$ cat src/rtl/header_insert_if.sv
// Byte-wide AXI-Stream bundle used on both sides of header_insert.
// master drives data/valid/last and samples ready; slave is the mirror image.
interface header_insert_if;
    logic [7:0] tdata;
    logic       tvalid;
    logic       tready;
    logic       tlast;

    modport master (
        output tdata,
        output tvalid,
        output tlast,
        input  tready
    );

    modport slave (
        input  tdata,
        input  tvalid,
        input  tlast,
        output tready
    );
endinterface

$ cat src/rtl/header_insert.sv
// header_insert: prepends a HEADER_LEN-byte header, taken from hdr_template
// and sampled once per packet, to each payload packet on a byte-wide AXIS
// stream. The output is one fully registered stage with no bubbles between
// header and payload or between packets.
//
// Optional feature: define HEADER_INSERT_LEN_PATCH_EN to overwrite the IPv4
// total-length and UDP length fields with payload_len+28 / payload_len+8 when
// the template is latched. Without it the template passes through verbatim.
module header_insert #(
    parameter int HEADER_LEN  = 42,
    parameter int IP_LEN_OFS  = 16,
    parameter int UDP_LEN_OFS = 38
) (
    input  logic                    clk,
    input  logic                    rst,
    input  logic [8*HEADER_LEN-1:0] hdr_template,
    input  logic [15:0]             payload_len,
    header_insert_if.slave          s_axis,
    header_insert_if.master         m_axis,
    output logic [15:0]             pkt_count
);

    localparam int HDR_W = 8 * HEADER_LEN;
    localparam int IDX_W = $clog2(HEADER_LEN) + 1;
    localparam logic [IDX_W-1:0] LAST_IDX = IDX_W'(HEADER_LEN - 1);

    typedef enum logic [1:0] {
        IDLE,
        HEADER,
        PAYLOAD
    } state_t;

    state_t             state_q, state_d;
    logic [IDX_W-1:0]   idx_q, idx_d;
    logic [HDR_W-1:0]   hdr_q, hdr_d;
    logic [7:0]         tdata_q, tdata_d;
    logic               tvalid_q, tvalid_d;
    logic               tlast_q, tlast_d;
    logic [15:0]        pkt_count_q, pkt_count_d;

    logic               load_en;
    logic               s_ready;
    logic [HDR_W-1:0]   hdr_latch;

    // ------------------------------------------------------------------
    // Header image captured at packet start (optionally length-patched)
    // ------------------------------------------------------------------
`ifdef HEADER_INSERT_LEN_PATCH_EN
    logic [15:0] ip_len;
    logic [15:0] udp_len;

    assign ip_len  = payload_len + 16'd28;
    assign udp_len = payload_len + 16'd8;

    // The template bytes that get overwritten are deliberately dropped.
    logic unused_tmpl_len_bytes;
    assign unused_tmpl_len_bytes = ^{hdr_template[HDR_W-1-8*IP_LEN_OFS  -: 16],
                                     hdr_template[HDR_W-1-8*UDP_LEN_OFS -: 16]};

    genvar gi;
    generate
        for (gi = 0; gi < HEADER_LEN; gi++) begin : g_patch
            if (gi == IP_LEN_OFS) begin : g_ip_hi
                assign hdr_latch[HDR_W-1-8*gi -: 8] = ip_len[15:8];
            end else if (gi == IP_LEN_OFS + 1) begin : g_ip_lo
                assign hdr_latch[HDR_W-1-8*gi -: 8] = ip_len[7:0];
            end else if (gi == UDP_LEN_OFS) begin : g_udp_hi
                assign hdr_latch[HDR_W-1-8*gi -: 8] = udp_len[15:8];
            end else if (gi == UDP_LEN_OFS + 1) begin : g_udp_lo
                assign hdr_latch[HDR_W-1-8*gi -: 8] = udp_len[7:0];
            end else begin : g_pass
                assign hdr_latch[HDR_W-1-8*gi -: 8] = hdr_template[HDR_W-1-8*gi -: 8];
            end
        end
    endgenerate
`else
    // payload_len is informational only in this build.
    logic unused_payload_len;
    assign unused_payload_len = ^payload_len;
    assign hdr_latch          = hdr_template;
`endif

    // ------------------------------------------------------------------
    // Handshake qualifiers
    // ------------------------------------------------------------------
    // The output register may take a new byte when it is empty or draining.
    assign load_en = !tvalid_q || m_axis.tready;
    // Payload is only pulled while in PAYLOAD, so header bytes never race it.
    assign s_ready = (state_q == PAYLOAD) && load_en;

    assign s_axis.tready = s_ready;
    assign m_axis.tdata  = tdata_q;
    assign m_axis.tvalid = tvalid_q;
    assign m_axis.tlast  = tlast_q;
    assign pkt_count     = pkt_count_q;

    // Next-state and output-register load decisions for the framing FSM.
    always_comb begin
        state_d     = state_q;
        idx_d       = idx_q;
        hdr_d       = hdr_q;
        tdata_d     = tdata_q;
        tvalid_d    = tvalid_q;
        tlast_d     = tlast_q;
        pkt_count_d = pkt_count_q;

        // A drained register with nothing new to load goes empty.
        if (load_en) begin
            tvalid_d = 1'b0;
        end

        case (state_q)
            IDLE: begin
                // Byte 0 goes straight out; the rest are kept pre-shifted so
                // the next header byte is always the top byte of hdr_q.
                if (s_axis.tvalid && load_en) begin
                    hdr_d    = hdr_latch << 8;
                    tdata_d  = hdr_latch[HDR_W-1 -: 8];
                    tvalid_d = 1'b1;
                    tlast_d  = 1'b0;
                    idx_d    = IDX_W'(1);
                    state_d  = HEADER;
                end
            end

            HEADER: begin
                if (load_en) begin
                    tdata_d  = hdr_q[HDR_W-1 -: 8];
                    tvalid_d = 1'b1;
                    tlast_d  = 1'b0;
                    hdr_d    = hdr_q << 8;
                    idx_d    = idx_q + IDX_W'(1);
                    if (idx_q == LAST_IDX) begin
                        state_d = PAYLOAD;
                    end
                end
            end

            PAYLOAD: begin
                if (s_axis.tvalid && s_ready) begin
                    tdata_d  = s_axis.tdata;
                    tvalid_d = 1'b1;
                    tlast_d  = s_axis.tlast;
                    if (s_axis.tlast) begin
                        state_d     = IDLE;
                        pkt_count_d = pkt_count_q + 16'd1;
                    end
                end
            end

            default: begin
                state_d = IDLE;
            end
        endcase
    end

    // Control state and output register, cleared on reset.
    always_ff @(posedge clk) begin
        if (rst) begin
            state_q     <= IDLE;
            idx_q       <= '0;
            tdata_q     <= 8'd0;
            tvalid_q    <= 1'b0;
            tlast_q     <= 1'b0;
            pkt_count_q <= 16'd0;
        end else begin
            state_q     <= state_d;
            idx_q       <= idx_d;
            tdata_q     <= tdata_d;
            tvalid_q    <= tvalid_d;
            tlast_q     <= tlast_d;
            pkt_count_q <= pkt_count_d;
        end
    end

    // Latched header image; only meaningful while a header is in flight.
    always_ff @(posedge clk) begin
        hdr_q <= hdr_d;
    end

endmodule

$ cat src/flat_wrapper.sv
// flat-port wrapper written by rule: the top's interface ports become plain ports
module header_insert_flat 
#(
    parameter int HEADER_LEN  = 42,
    parameter int IP_LEN_OFS  = 16,
    parameter int UDP_LEN_OFS = 38
)
  (clk, rst, hdr_template, payload_len, pkt_count, s_axis_tdata, s_axis_tvalid, s_axis_tlast, s_axis_tready, m_axis_tdata, m_axis_tvalid, m_axis_tlast, m_axis_tready);
  header_insert_if s_axis_i ();
  header_insert_if m_axis_i ();
  input  logic clk;
  input  logic rst;
  input  logic [8*HEADER_LEN-1:0] hdr_template;
  input  logic [15:0] payload_len;
  output logic [15:0] pkt_count;
  input wire logic [$bits(s_axis_i.tdata)-1:0] s_axis_tdata;
  input wire logic [$bits(s_axis_i.tvalid)-1:0] s_axis_tvalid;
  input wire logic [$bits(s_axis_i.tlast)-1:0] s_axis_tlast;
  output wire logic [$bits(s_axis_i.tready)-1:0] s_axis_tready;
  output wire logic [$bits(m_axis_i.tdata)-1:0] m_axis_tdata;
  output wire logic [$bits(m_axis_i.tvalid)-1:0] m_axis_tvalid;
  output wire logic [$bits(m_axis_i.tlast)-1:0] m_axis_tlast;
  input wire logic [$bits(m_axis_i.tready)-1:0] m_axis_tready;
  assign s_axis_i.tdata = s_axis_tdata;
  assign s_axis_i.tvalid = s_axis_tvalid;
  assign s_axis_i.tlast = s_axis_tlast;
  assign s_axis_tready = s_axis_i.tready;
  assign m_axis_tdata = m_axis_i.tdata;
  assign m_axis_tvalid = m_axis_i.tvalid;
  assign m_axis_tlast = m_axis_i.tlast;
  assign m_axis_i.tready = m_axis_tready;
  header_insert #(.HEADER_LEN(HEADER_LEN), .IP_LEN_OFS(IP_LEN_OFS), .UDP_LEN_OFS(UDP_LEN_OFS)) u_core (.clk(clk), .rst(rst), .hdr_template(hdr_template), .payload_len(payload_len), .s_axis(s_axis_i), .m_axis(m_axis_i), .pkt_count(pkt_count));
endmodule
$ cat config.mk
export PLATFORM = sky130hd
export DESIGN_NAME = header_insert_flat
export DESIGN_NICKNAME = d
export VERILOG_FILES = /design/src/rtl/header_insert_if.sv /design/src/rtl/header_insert.sv /design/src/flat_wrapper.sv
export SDC_FILE = /design/constraint.sdc
export NUM_CORES = 1
export LEC_CHECK = 0
export CORE_MARGIN = 2
export CORE_UTILIZATION = 35
export CTS_BUF_LIST = sky130_fd_sc_hd__clkbuf_16
export DETAILED_ROUTE_END_ITERATION = 12
export SLEW_MARGIN = 25
export SYNTH_ARGS = -nofsm -noshare
export SYNTH_HDL_FRONTEND = slang
export SYNTH_SLANG_ARGS = --single-unit
$ cat constraint.sdc
create_clock -name clk -period 10.6 [get_ports clk]
set_input_delay 2.12 -clock clk [delete_from_list [all_inputs] [get_ports clk]]
set_output_delay 2.12 -clock clk [all_outputs]
set_load 0.005 [all_outputs]
Word-level counts from Yosys, hierarchy flattened
Index checks and enable logic that the tools add are counted.

Add/sub/neg operators: 2. Multiply operators: 0. Divide/modulo/power cells: 0. Order comparisons: 0. Equality and inequality tests: 8. Shift operators: 0. Mux-type cells: 25. Bitwise gates (word level): 0. Reduce and logical (&&, ||, !) cells: 12.

Operator list (number): 336-bit 2-to-1 mux (2); 336-bit case mux with 2 select lines (1); 8-bit 2-to-1 mux (3); 8-bit case mux with 3 select lines (1); 16-bit by 1-bit adder with 16-bit output (second input constant) (1); 7-bit 2-to-1 mux (2); 7-bit case mux with 2 select lines (1); 2-bit 2-to-1 mux (5); 7-bit by 1-bit adder with 7-bit output (second input constant) (1); 7-bit by 6-bit == test with 1-bit output (second input constant) (1); 1-bit 2-to-1 mux (7); 2-bit by 1-bit inequality test with 1-bit output (second input constant) (3); 1-bit case mux with 3 select lines (2); 2-bit case mux with 3 select lines (1); 3-bit AND reduction (2); 5-bit AND reduction (1); 2-bit inequality test (second input constant) (2); 4-bit AND reduction (1); 1-bit logical AND (3); 3-bit nonzero test (1); 2-bit by 1-bit == test with 1-bit output (second input constant) (1); 2-bit == test (second input constant) (1); 2-bit zero test (1); 2-bit nonzero test (1); 2 further kinds (2).

Register bits: 371. Latch bits: 0. RAM bits: 0. Bits in read-only memories: 0. Bits of input ports: 365. Output and inout bits: 27. Logic and storage cells: 54. Memories kept: 0.

Longest topological paths before layout
Gate-level depths: netlist of the first run.

Word-level depth: 6. Gate-level depth with buffers: 8. Mapped depth without buffers: 7.

Worst setup path before layout of the first run
No wires, ideal clock.

Path kind: input to register. Start point: input port s_axis_tvalid. End point: register u_core.hdr_q[100] (enable). Arrival: 8.908 ns. Data required time: 9.922 ns. Slack: 1.014 ns. Stages: 3. Buffers on the path: 0. Path through: mux2i_1 -> or2_2 -> inv_1.

Word-level cells in the longest chain between the ends: 3.

RTL lines: start: declaration (line flat_wrapper.sv:17) `input wire logic [$bits(s_axis_i.tvalid)-1:0] s_axis_tvalid;`; 1-bit logical AND (line header_insert.sv:116) `if (s_axis.tvalid && load_en) begin`; 2-bit by 1-bit inequality test with 1-bit output (no line); 3-bit AND reduction (no line); end signal: assignment (line header_insert.sv:178) `hdr_q <= hdr_d;`; end: declaration (line header_insert.sv:35) `logic [HDR_W-1:0] hdr_q, hdr_d;`.

Every way passes these cells. A chain may end at the register's enable or synchronous reset.

Worst setup path after layout of the first run
Start point: input port m_axis_tready. End point: output port s_axis_tready.

Word-level cells in the longest chain between the ends: 2.

RTL lines: start: declaration (line flat_wrapper.sv:23) `input wire logic [$bits(m_axis_i.tready)-1:0] m_axis_tready;`; 1-bit logical OR (line header_insert.sv:87) `assign load_en = !tvalid_q || m_axis.tready;`; 1-bit logical AND (line header_insert.sv:89) `assign s_ready = (state_q == PAYLOAD) && load_en;`; end: declaration (line flat_wrapper.sv:19) `output wire logic [$bits(s_axis_i.tready)-1:0] s_axis_tready;`.

Every way passes these cells.

==> metrics.md, run 1 <==
| Metric | Value |
|---|---|
| Cell Count Post-Placement | roughly 1800 |
| Top Ports | 392 |
| IR Drop Worst-Case VDD | 0.000137 V |
| Setup TNS | 0 ns |
| FP Rows | 76 |
| Final setup skew | 0.0122 ns |
| PostCTS Resize Cnt | 0 |
| # fillers | 3800 |
| Average size of a mapped cell | 17.0 sq um |
| Layout Nets | around 1700 |
| Global-route wire length before repair | 55400 um |
| Initial Util | 35.6% |
| Synth Cell Area | 0.0154 sq mm |
| # hold bufs at CTS | 0 |
| H-tree levels | 2 |
| Die Span X | between 200 and 250 um |
| Simple-gate share of the synthesized area | ~3.1% |
| Pwr Density | 246 mW/mm^2 |
| Seq cells post-synth | 363 |
| Critical-path top delay cell | clkdlybuf4s50_1 |
| Clock latency on the worst-skew pair | between 0.5 and 0.6 ns |
| Max cap viols | 0 |
| Max FO, Critical Path | 15 |
| Final setup viols | 0 |
| Max_slew headroom | 28.7% |
| Largest net degree at the start of global routing | 161 |
| Final wirelength | around 36000 um |
| GR Overflow Total | 0 |
| Xor and xnor fraction of the mapped netlist area | 0.510% |
| Layout cells sized above 1 | between 20% and 30% |
| 1st-iter DRT viols | between 600 and 700 |
| CTS tree | done |
| Minimum clock period | approximately 5.5 ns |
| Port Buffer Count | ~380 |
| Root Driver | clkbuf_16 |
| Die ar. | 0.0458 sq mm |
| Hold/Removal Path Class | flop to flop |
| Drt via density | 4.72 |
| Worst setup EP type | primary output |
| Pleak | 0.00716 uW |
| CTS Buf Count | 42 |
| Clock slew at reported path FFs | roughly 0.06 ns |
| Number of remaining DRC errors | 0 |
| Die Y | around 210 um |
| Post-synthesis mux area share | roughly a quarter |
| Status | finished, final reports clean |
| Most used cell, CP | clkdlybuf4s50_1 |
| Period Utilization, post-route | a little over half |
| WL/cell | 19.0 um |
| DRT Pass-1 Iters | 4 |
| Largest family of logic cells by synthesized area | multiplexers |
| Clock sinks | 363 |
| Layout area overhead | 37.3% |
| Post-route insts no fill | 1909 |
| Startpoint Class | input pin |
| Synth cell types | 39 |
| CP Cell Sequence | clkdlybuf4s50_1 -> nor2b_1 -> buf_4 -> nor2_1 -> clkdlybuf4s50_1 |
| Max stage delay on crit path | 0.50 ns |
| Kind of critical path | input pin to primary output |
| Asr flop ratio synth | 0% |
| Sequential cell area fraction in the yosys report | 68.3% |
| Worst slew pin tran | 1.07 ns |
| Initial antenna violation count | 10 |
| Final Hold Fails | 0 |
| Upper clock frequency limit | around 180 MHz |
| Adder-Cell Fraction of Synth Area | less than 1% |
| Vias in the first global route | 9484 |
| Tot GR Track Use | 15.6% |
| Main synth FF type | edfxtp_1 |
| Max-slew violations | 0 |
| Post-Synthesis Cells | 907 |
| Compound-cell area share of the yosys netlist | between 2 and 2.5% |
| Critical path required time | 8.48 ns |
| Via count | 9005 |
| Post-CTS Repair Setup Buffers | 0 |
| Core ar. | 0.0434 sq mm |
| Post-synth EDFFs | 328 |
| RSZ-0062 raised after global routing | no |
| Arr. time, crit path | ~3.4 ns |
| Detailed-placement wirelength estimate | 24200 um |
| Max clock buf depth | 3 |
| RD Place Congestion | between 0.8 and 0.9 |
| Ys Warns | 0 |
| Post-DRT Antenna Nets | 0 |
| Syn Nets | 1279 |
## where the power goes
group | internal (uW) | switching, uW
logic | 730 | 660
clock network | 822 | 571
registers | 2300 | 137
total | 3860 | 1370
## area by class of cell
class	count	area [sq um]	area share, %
antenna	4	10.0	0.0472
multi-input combinational	490	4710	22.2
timing repair buffer	384	3860	18.2
clock inverter	30	174	0.820
clock buffer	46	1150	5.43
sequential	363	10600	49.7
tap	585	732	3.45
inverter	7	33.8	0.159
## metrics by stage
step / worst slack (ns) / util, % / hold slack (ns) / instance area, sq um / power, uW
final: 5.06 / 48.9 / 0.494 / 21200 / 5220
after global routing: 5.02 / 48.9 / 0.517 / 21200 / 5500
after CTS: 5.05 / 48.8 / 0.496 / 21200 / 5300
after detailed placement: 5.05 / 45.8 / 0.480 / 19800 / 3870
after global placement: 5.03 / 45.8 / 0.466 / 19800 / 3840
after floorplan: 1.01 / - / 0.452 / 15400 / 3550
## layout by cell type (no fill, tap or decap), types with 4 or more instances in the layout
cell type,count
edfxtp_1,328
buf_4,6
a21oi_1,23
mux2i_1,11
clkinv_2,4
dfxtp_1,35
nor2_1,27
nand2b_1,5
ha_1,6
nand3_1,6
or4_1,7
xnor2_1,8
inv_1,18
or3_1,6
diode_2,4
mux2_2,320
o31ai_1,6
clkbuf_16,46
a22oi_1,9
o21ai_0,7
clkdlybuf4s50_1,375
nor3_1,4
nand2_1,9
nor2b_1,9
clkinv_1,10
nand4_1,5
## worst max-delay path: cells and delay by family
kind,cells,cell delay [ns]
AND/OR/NAND/NOR,2,0.15
buffers and inverters,3,1.15
## sequential cells by signal, summed over array words and instances (netlist names)
register	cells
u_core.state_q	2
u_core.m_axis.tlast	1
u_core.m_axis.tdata	8
u_core.pkt_count	16
u_core.m_axis.tvalid	1
u_core.idx_q	7
u_core.hdr_q	328
## synthesized netlist by cell type (2+ instances only)
cell / count / share of area, %
edfxtp_1: 328 / 64
o31ai_1: 6 / 0.29
o21ai_0: 7 / 0.23
buf_2: 2 / 0.065
nand2_1: 9 / 0.22
nor2_1: 27 / 0.66
nand2b_1: 5 / 0.20
nor3_1: 4 / 0.13
or4_1: 7 / 0.34
nor2b_1: 9 / 0.36
nor4b_1: 2 / 0.11
dfxtp_1: 35 / 4.5
xnor2_1: 8 / 0.45
nand3_1: 6 / 0.19
a22oi_1: 9 / 0.44
mux2_2: 320 / 23
or3_1: 6 / 0.24
clkbuf_1: 45 / 1.1
inv_1: 7 / 0.17
a21oi_1: 23 / 0.75
mux2i_1: 11 / 0.71
nand4_1: 5 / 0.20
nor4_1: 2 / 0.081
a21o_1: 2 / 0.097
ha_1: 7 / 0.57
o21bai_1: 2 / 0.097
## routing by layer
layer  track usage, %  vias to the layer above  share of wire, %
met1             19.3                     4355                43
met2             24.7                      285                46
met3             7.08                       58               9.6
met4             4.05                       12               1.7
li1                 -                     4295                 -
met5                0                        -              0.22
## cell families after synthesis
kind of cell | Yosys count
AOI/OAI and AO/OA | 54
xor gates and xnor gates | 9
adders and majority gates | 7
buffers and inverters | 54
DFF | 363
muxes | 331
and+or+nand+nor | 89
## worst paths after layout
kind,cells past startpoint,end,from,slack [ns]
hold / removal,2,u_core.m_axis.tdata[0]$_SDFFE_PP0P_,u_core.m_axis.tdata[0]$_SDFFE_PP0P_,0.49
hold reg to reg,2,u_core.m_axis.tdata[0]$_SDFFE_PP0P_,u_core.m_axis.tdata[0]$_SDFFE_PP0P_,0.49
setup reg to reg,6,u_core.hdr_q[168]$_DFFE_PP_,u_core.state_q[0]$_SDFFE_PP0P_,6.46
setup / recovery,5,s_axis_tready,m_axis_tready,5.06
(Power assumes the default switching activity.)
==> run 2: changes to the inputs <==
==> constraint.sdc (replaced) <==
create_clock -name clk -period 5.6 [get_ports clk]
set_input_delay 1.12 -clock clk [delete_from_list [all_inputs] [get_ports clk]]
set_output_delay 1.12 -clock clk [all_outputs]
set_load 0.005 [all_outputs]
==> metrics.md, run 2 (synthesized netlist as in run 1, its figures left out) <==
| Metric | Value |
|---|---|
| Most common cell after layout, fill and taps aside | clkdlybuf4s50_1 (unchanged) |
| Initial Util | 35.6% (unchanged) |
| Startpoint Class | input pin (unchanged) |
| Max-slew violations | 0 (unchanged) |
| Core ar. | 0.0434 sq mm (unchanged) |
| Arr. time, crit path | 2.45 ns (was 3.42 ns) |
| Initial antenna violation count | 7 (was 10) |
| Period Utilization, post-route | between 60% and 70% |
| Pwr Density | 463 mW/mm^2 (was 246 mW/mm^2) |
| Via count | 8940 (was 9005) |
| Worst slew pin tran | 0.927 ns (was 1.07 ns) |
| CP Cell Sequence | clkdlybuf4s50_1 -> nor2b_4 -> nor2_1 -> clkdlybuf4s50_1 (was clkdlybuf4s50_1 -> nor2b_1 -> buf_4 -> nor2_1 -> clkdlybuf4s50_1) |
| Top Ports | 392 (unchanged) |
| Post-route insts no fill | 1909 (unchanged) |
| RD Place Congestion | 0.832 (was 0.818) |
| Design Power | 9820 uW (was 5220 uW) |
| # hold bufs at CTS | 0 (unchanged) |
| Post-CTS Repair Setup Buffers | 0 (unchanged) |
| Detailed-placement wirelength estimate | 24700 um (was 24200 um) |
| Worst setup EP type | primary output (unchanged) |
| # fillers | 3739 (was 3800) |
| Die ar. | 0.0458 sq mm (unchanged) |
| FP Rows | 76 (unchanged) |
| Final wirelength | 36200 um (about the same) |
| Global-route wire length before repair | 55300 um (was 55400 um) |
| Dpl ws | 1.66 ns (was 5.05 ns) |
| Largest net degree at the start of global routing | 157 (was 161) |
| FF/Latch Area | 0.0106 sq mm (unchanged) |
| Drt via density | 4.68 (was 4.72) |
| Combined area of the multi-input logic cells | 0.00473 sq mm (was 0.00471 sq mm) |
| Root Driver | clkbuf_16 (unchanged) |
| PostCTS Resize Cnt | 0 (unchanged) |
| Number of remaining DRC errors | 0 (unchanged) |
| Most used cell, CP | clkdlybuf4s50_1 (unchanged) |
| Pleak | 0.00714 uW (was 0.00716 uW) |
| DRT Pass-1 Iters | 4 (unchanged) |
| Critical path required time | 4.48 ns (was 8.48 ns) |
| Final Hold Fails | 0 (unchanged) |
| Clock sinks | 363 (unchanged) |
| Final setup viols | 0 (unchanged) |
| Design Area, Final | 0.0212 sq mm (about the same) |
| Max stage delay on crit path | 0.45 ns (was 0.50 ns) |
| Post-DRT Antenna Nets | 0 (unchanged) |
| Clock slew at reported path FFs | 0.06 ns (about the same) |
| Setup ws final | 2.03 ns (was 5.06 ns) |
| Vias in the first global route | 9442 (was 9484) |
| Die Y | 214 um (unchanged) |
| Max FO, Critical Path | 15 (unchanged) |
| RSZ-0062 raised after global routing | no (unchanged) |
| IR Drop Worst-Case VDD | 0.000256 V (was 0.000137 V) |
| 1st-iter DRT viols | 591 (was 648) |
| Max_slew headroom | 38.2% (was 28.7%) |
| Hold/Removal Path Class | flop to flop (unchanged) |
| Setup TNS | 0 ns (unchanged) |
| Most frequent cells in the layout | clkdlybuf4s50_1, edfxtp_1, mux2_2 (unchanged) |
| Tot GR Track Use | 15.6% (about the same) |
| Die Span X | 214 um (unchanged) |
| WL/cell | 19.0 um (about the same) |
| Largest register by flop count | u_core.hdr_q (unchanged) |
| CTS Buf Count | 42 (unchanged) |
| H-tree levels | 2 (unchanged) |
| Port Buffer Count | 375 (unchanged) |
| Cell Count Post-Placement | 1830 (was 1828) |
| Critical-path top delay cell | clkdlybuf4s50_1 (unchanged) |
| Minimum clock period | 3.57 ns |
| Max reg flops | 328 (unchanged) |
| Dpl cell area | 0.0199 sq mm (was 0.0198 sq mm) |
| Max cap viols | 0 (unchanged) |
| Status | finished, final reports clean (unchanged) |
| Kind of critical path | input pin to primary output (unchanged) |
| Upper clock frequency limit | ~280 MHz |
| Max clock buf depth | 3 (unchanged) |
| Clock latency on the worst-skew pair | 0.55 ns (was 0.56 ns) |
| GR Overflow Total | 0 (unchanged) |
| CTS tree | done (unchanged) |
| Final setup skew | 0.0136 ns (was 0.0122 ns) |
| Layout area overhead | 37.3% (about the same) |
| Layout Nets | 1661 (was 1660) |
| Layout cells sized above 1 | 29.7% (was 29.5%) |
[run 2: per-stage QoR]
step	hold WS (ns)	util, %
CTS	0.486	48.9
floorplan	0.452	-
finish	0.484	48.9
global placement	0.467	46.0
global route	0.516	48.9
detailed placement	0.479	46.0
[run 2: layout make-up]
class	count	share of cell area, %
timing repair buffer	385	18.3
clock inverter	31	0.885
inverter	7	0.142
tap	585	3.45
clock buffer	43	5.07
antenna	5	0.0590
multi-input combinational	490	22.3
sequential	363	49.7
[run 2: final timing paths]
path | depth (start not counted) | slack [ns] | to | startpoint
setup / recovery | 4 | 2.03 | s_axis_tready | m_axis_tready
hold / removal | 2 | 0.48 | u_core.pkt_count[15]$_SDFFE_PP0P_ | u_core.pkt_count[15]$_SDFFE_PP0P_
setup reg to reg | 6 | 2.50 | u_core.hdr_q[290]$_DFFE_PP_ | u_core.state_q[1]$_SDFFE_PP0P_
hold reg to reg | 2 | 0.48 | u_core.pkt_count[15]$_SDFFE_PP0P_ | u_core.pkt_count[15]$_SDFFE_PP0P_
[run 2: layer usage]
metal,wire length [um],vias to the layer above,global-route usage [%]
li1,-,4292,-
met1,15600,4304,19.5
met2,16400,278,24.4
met3,3480,56,7.18
met4,659,10,3.84
met5,66,-,0
[run 2: report_power, final]
part | internal [uW] | leakage [uW] | switching, uW
Sequential | 4340 | 0.00343 | 253
Clock | 1480 | 0.000664 | 1070
Combinational | 1420 | 0.00304 | 1260
Total | 7240 | 0.00714 | 2580
[run 2: critical path: cells and delay by family]
family | cells | cell delay, ns
buf+inv | 2 | 0.90
simple gates | 2 | 0.42
==> run 3: changes to the inputs <==
==> constraint.sdc (replaced) <==
create_clock -name clk -period 3.1 [get_ports clk]
set_input_delay 0.62 -clock clk [delete_from_list [all_inputs] [get_ports clk]]
set_output_delay 0.62 -clock clk [all_outputs]
set_load 0.005 [all_outputs]
==> metrics.md, run 3 (synthesized netlist as in run 1, its figures left out) <==
| Metric | Value |
|---|---|
| Die Span X | 214 um (unchanged) |
| Max stage delay on crit path | 0.51 ns (was 0.45 ns) |
| Max clock buf depth | 3 (unchanged) |
| FP Rows | 76 (unchanged) |
| 1st-iter DRT viols | 576 (was 591) |
| Initial antenna violation count | 8 (was 7) |
| Most frequent cells in the layout | clkdlybuf4s50_1, edfxtp_1, mux2_2 (unchanged) |
| Startpoint Class | flop (was input pin) |
| Largest net degree at the start of global routing | 171 (was 157) |
| Final setup skew | 0.0101 ns (was 0.0136 ns) |
| Post-DRT Antenna Nets | 0 (unchanged) |
| Pleak | 0.00716 uW (was 0.00714 uW) |
| Max FO, Critical Path | 15 (unchanged) |
| Arr. time, crit path | 2.28 ns (was 2.45 ns) |
| DRT Pass-1 Iters | 4 (unchanged) |
| WL/cell | 18.8 um (was 19.0 um) |
| Detailed-placement wirelength estimate | 25200 um (was 24700 um) |
| Clock latency on the worst-skew pair | 0.54 ns (was 0.55 ns) |
| Critical path required time | 2.48 ns (was 4.48 ns) |
| Final setup viols | 0 (unchanged) |
| Core ar. | 0.0434 sq mm (unchanged) |
| PostCTS Resize Cnt | 0 (unchanged) |
| Global-route wire length before repair | 55000 um (was 55300 um) |
| Max_slew headroom | 35.3% (was 38.2%) |
| Layout cells sized above 1 | 30.7% (was 29.7%) |
| Layout Nets | 1671 (was 1661) |
| Hold/Removal Path Class | flop to flop (unchanged) |
| Clock sinks | 363 (unchanged) |
| Dpl ws | 0.340 ns (was 1.66 ns) |
| Port Buffer Count | 375 (unchanged) |
| Final wirelength | 36100 um (was 36200 um) |
| Minimum clock period | 2.90 ns |
| Status | finished, final reports clean (unchanged) |
| H-tree levels | 2 (unchanged) |
| Die Y | 214 um (unchanged) |
| Tot GR Track Use | 15.5% (was 15.6%) |
| Upper clock frequency limit | 345 MHz |
| Largest register by flop count | u_core.hdr_q (unchanged) |
| CP bufs+invs | 3 (was 2) |
| CP Cell Sequence | inv_2 -> ha_1 -> inv_1 -> nor2_1 -> clkdlybuf4s50_1 (was clkdlybuf4s50_1 -> nor2b_4 -> nor2_1 -> clkdlybuf4s50_1) |
| Worst setup EP type | primary output (unchanged) |
| Final Hold Fails | 0 (unchanged) |
| Layout area overhead | 37.9% (was 37.3%) |
| Clock slew at reported path FFs | 0.05 ns (was 0.06 ns) |
| Worst slew pin tran | 0.970 ns (was 0.927 ns) |
| Number of remaining DRC errors | 0 (unchanged) |
| Die ar. | 0.0458 sq mm (unchanged) |
| Post-CTS Repair Setup Buffers | 0 (unchanged) |
| Pwr Density | 833 mW/mm^2 (was 463 mW/mm^2) |
| Initial Util | 35.6% (unchanged) |
| GR Overflow Total | 0 (unchanged) |
| Family with the most delay on the worst path | buffers and inverters (unchanged) |
| CTS tree | done (unchanged) |
| Drt via density | 4.71 (was 4.68) |
| Root Driver | clkbuf_16 (unchanged) |
| Via count | 9024 (was 8940) |
| Max-slew violations | 0 (unchanged) |
| Max cap viols | 0 (unchanged) |
| Top Ports | 392 (unchanged) |
| Kind of critical path | flop to primary output (was input pin to primary output) |
| CTS Buf Count | 41 (was 42) |
| Critical-path top delay cell | ha_1 (was clkdlybuf4s50_1) |
| Period Utilization, post-route | 93.6% |
| Max reg flops | 328 (unchanged) |
| # hold bufs at CTS | 0 (unchanged) |
| IR Drop Worst-Case VDD | 0.000663 V (was 0.000256 V) |
| RSZ-0062 raised after global routing | no (unchanged) |
| Setup ws final | 0.199 ns (was 2.03 ns) |
| RD Place Congestion | 0.844 (was 0.832) |
| Most common cell after layout, fill and taps aside | clkdlybuf4s50_1 (unchanged) |
| # fillers | 3749 (was 3739) |
| Setup TNS | 0 ns (unchanged) |
| Vias in the first global route | 9336 (was 9442) |
run 3: per-stage QoR:
| stage | util (%) | hold slack, ns | cell area (sq um) | power (uW) | cells |
|---|---|---|---|---|---|
| after CTS | 49.1 | 0.476 | 21300 | 18000 | 1913 |
| final | 49.1 | 0.471 | 21300 | 17700 | 1915 |
| after global placement | 46.4 | 0.461 | 20100 | 13400 | 1841 |
| after floorplan | - | 0.452 | 15500 | 11500 | 907 |
| after global routing | 49.1 | 0.503 | 21300 | 18700 | 1913 |
| after detailed placement | 46.4 | 0.471 | 20100 | 13500 | 1841 |
run 3: tightest hold or removal path, cell delays in order (launching register included):
cell and delay (ns):
dfxtp_1 0.30, nand2b_1 0.06, a21oi_1 0.06
run 3: area by class of cell:
type                    count  area [sq um]  area share [%]
repair buffers            396          4050            19.0
diodes                      2          5.00          0.0235
flip-flops and latches    363         10600            49.5
inverters                   7          30.0           0.141
multi-input cells         490          4740            22.2
clock buffers              41          1030            4.82
clock inverters            31           169           0.793
well taps                 585           732            3.44
run 3: routing by layer:
layer	track usage (%)	vias to the layer above	share of wire [%]
li1	-	4315	-
met1	20.0	4343	44
met2	24.0	304	45
met3	6.35	52	9.1
met4	4.47	10	1.9
met5	0	-	0.19
run 3: path summary, 6_finish.rpt:
check                                                 startpoint  slack, ns  depth (start not counted)                                 to
worst max-delay path              u_core.state_q[0]$_SDFFE_PP0P_       0.20                          5                      s_axis_tready
worst min-delay path            u_core.m_axis.tlast$_SDFFE_PP0P_       0.47                          2   u_core.m_axis.tlast$_SDFFE_PP0P_
worst max register to register    u_core.state_q[0]$_SDFFE_PP0P_       0.48                          6  u_core.pkt_count[15]$_SDFFE_PP0P_
worst min register to register  u_core.m_axis.tlast$_SDFFE_PP0P_       0.47                          2   u_core.m_axis.tlast$_SDFFE_PP0P_
run 3: where the power goes:
group	total, uW	switching, uW	internal [uW]
clock network	4380	1900	2480
registers	8300	468	7840
logic	5050	2330	2730
total	17700	4700	13000
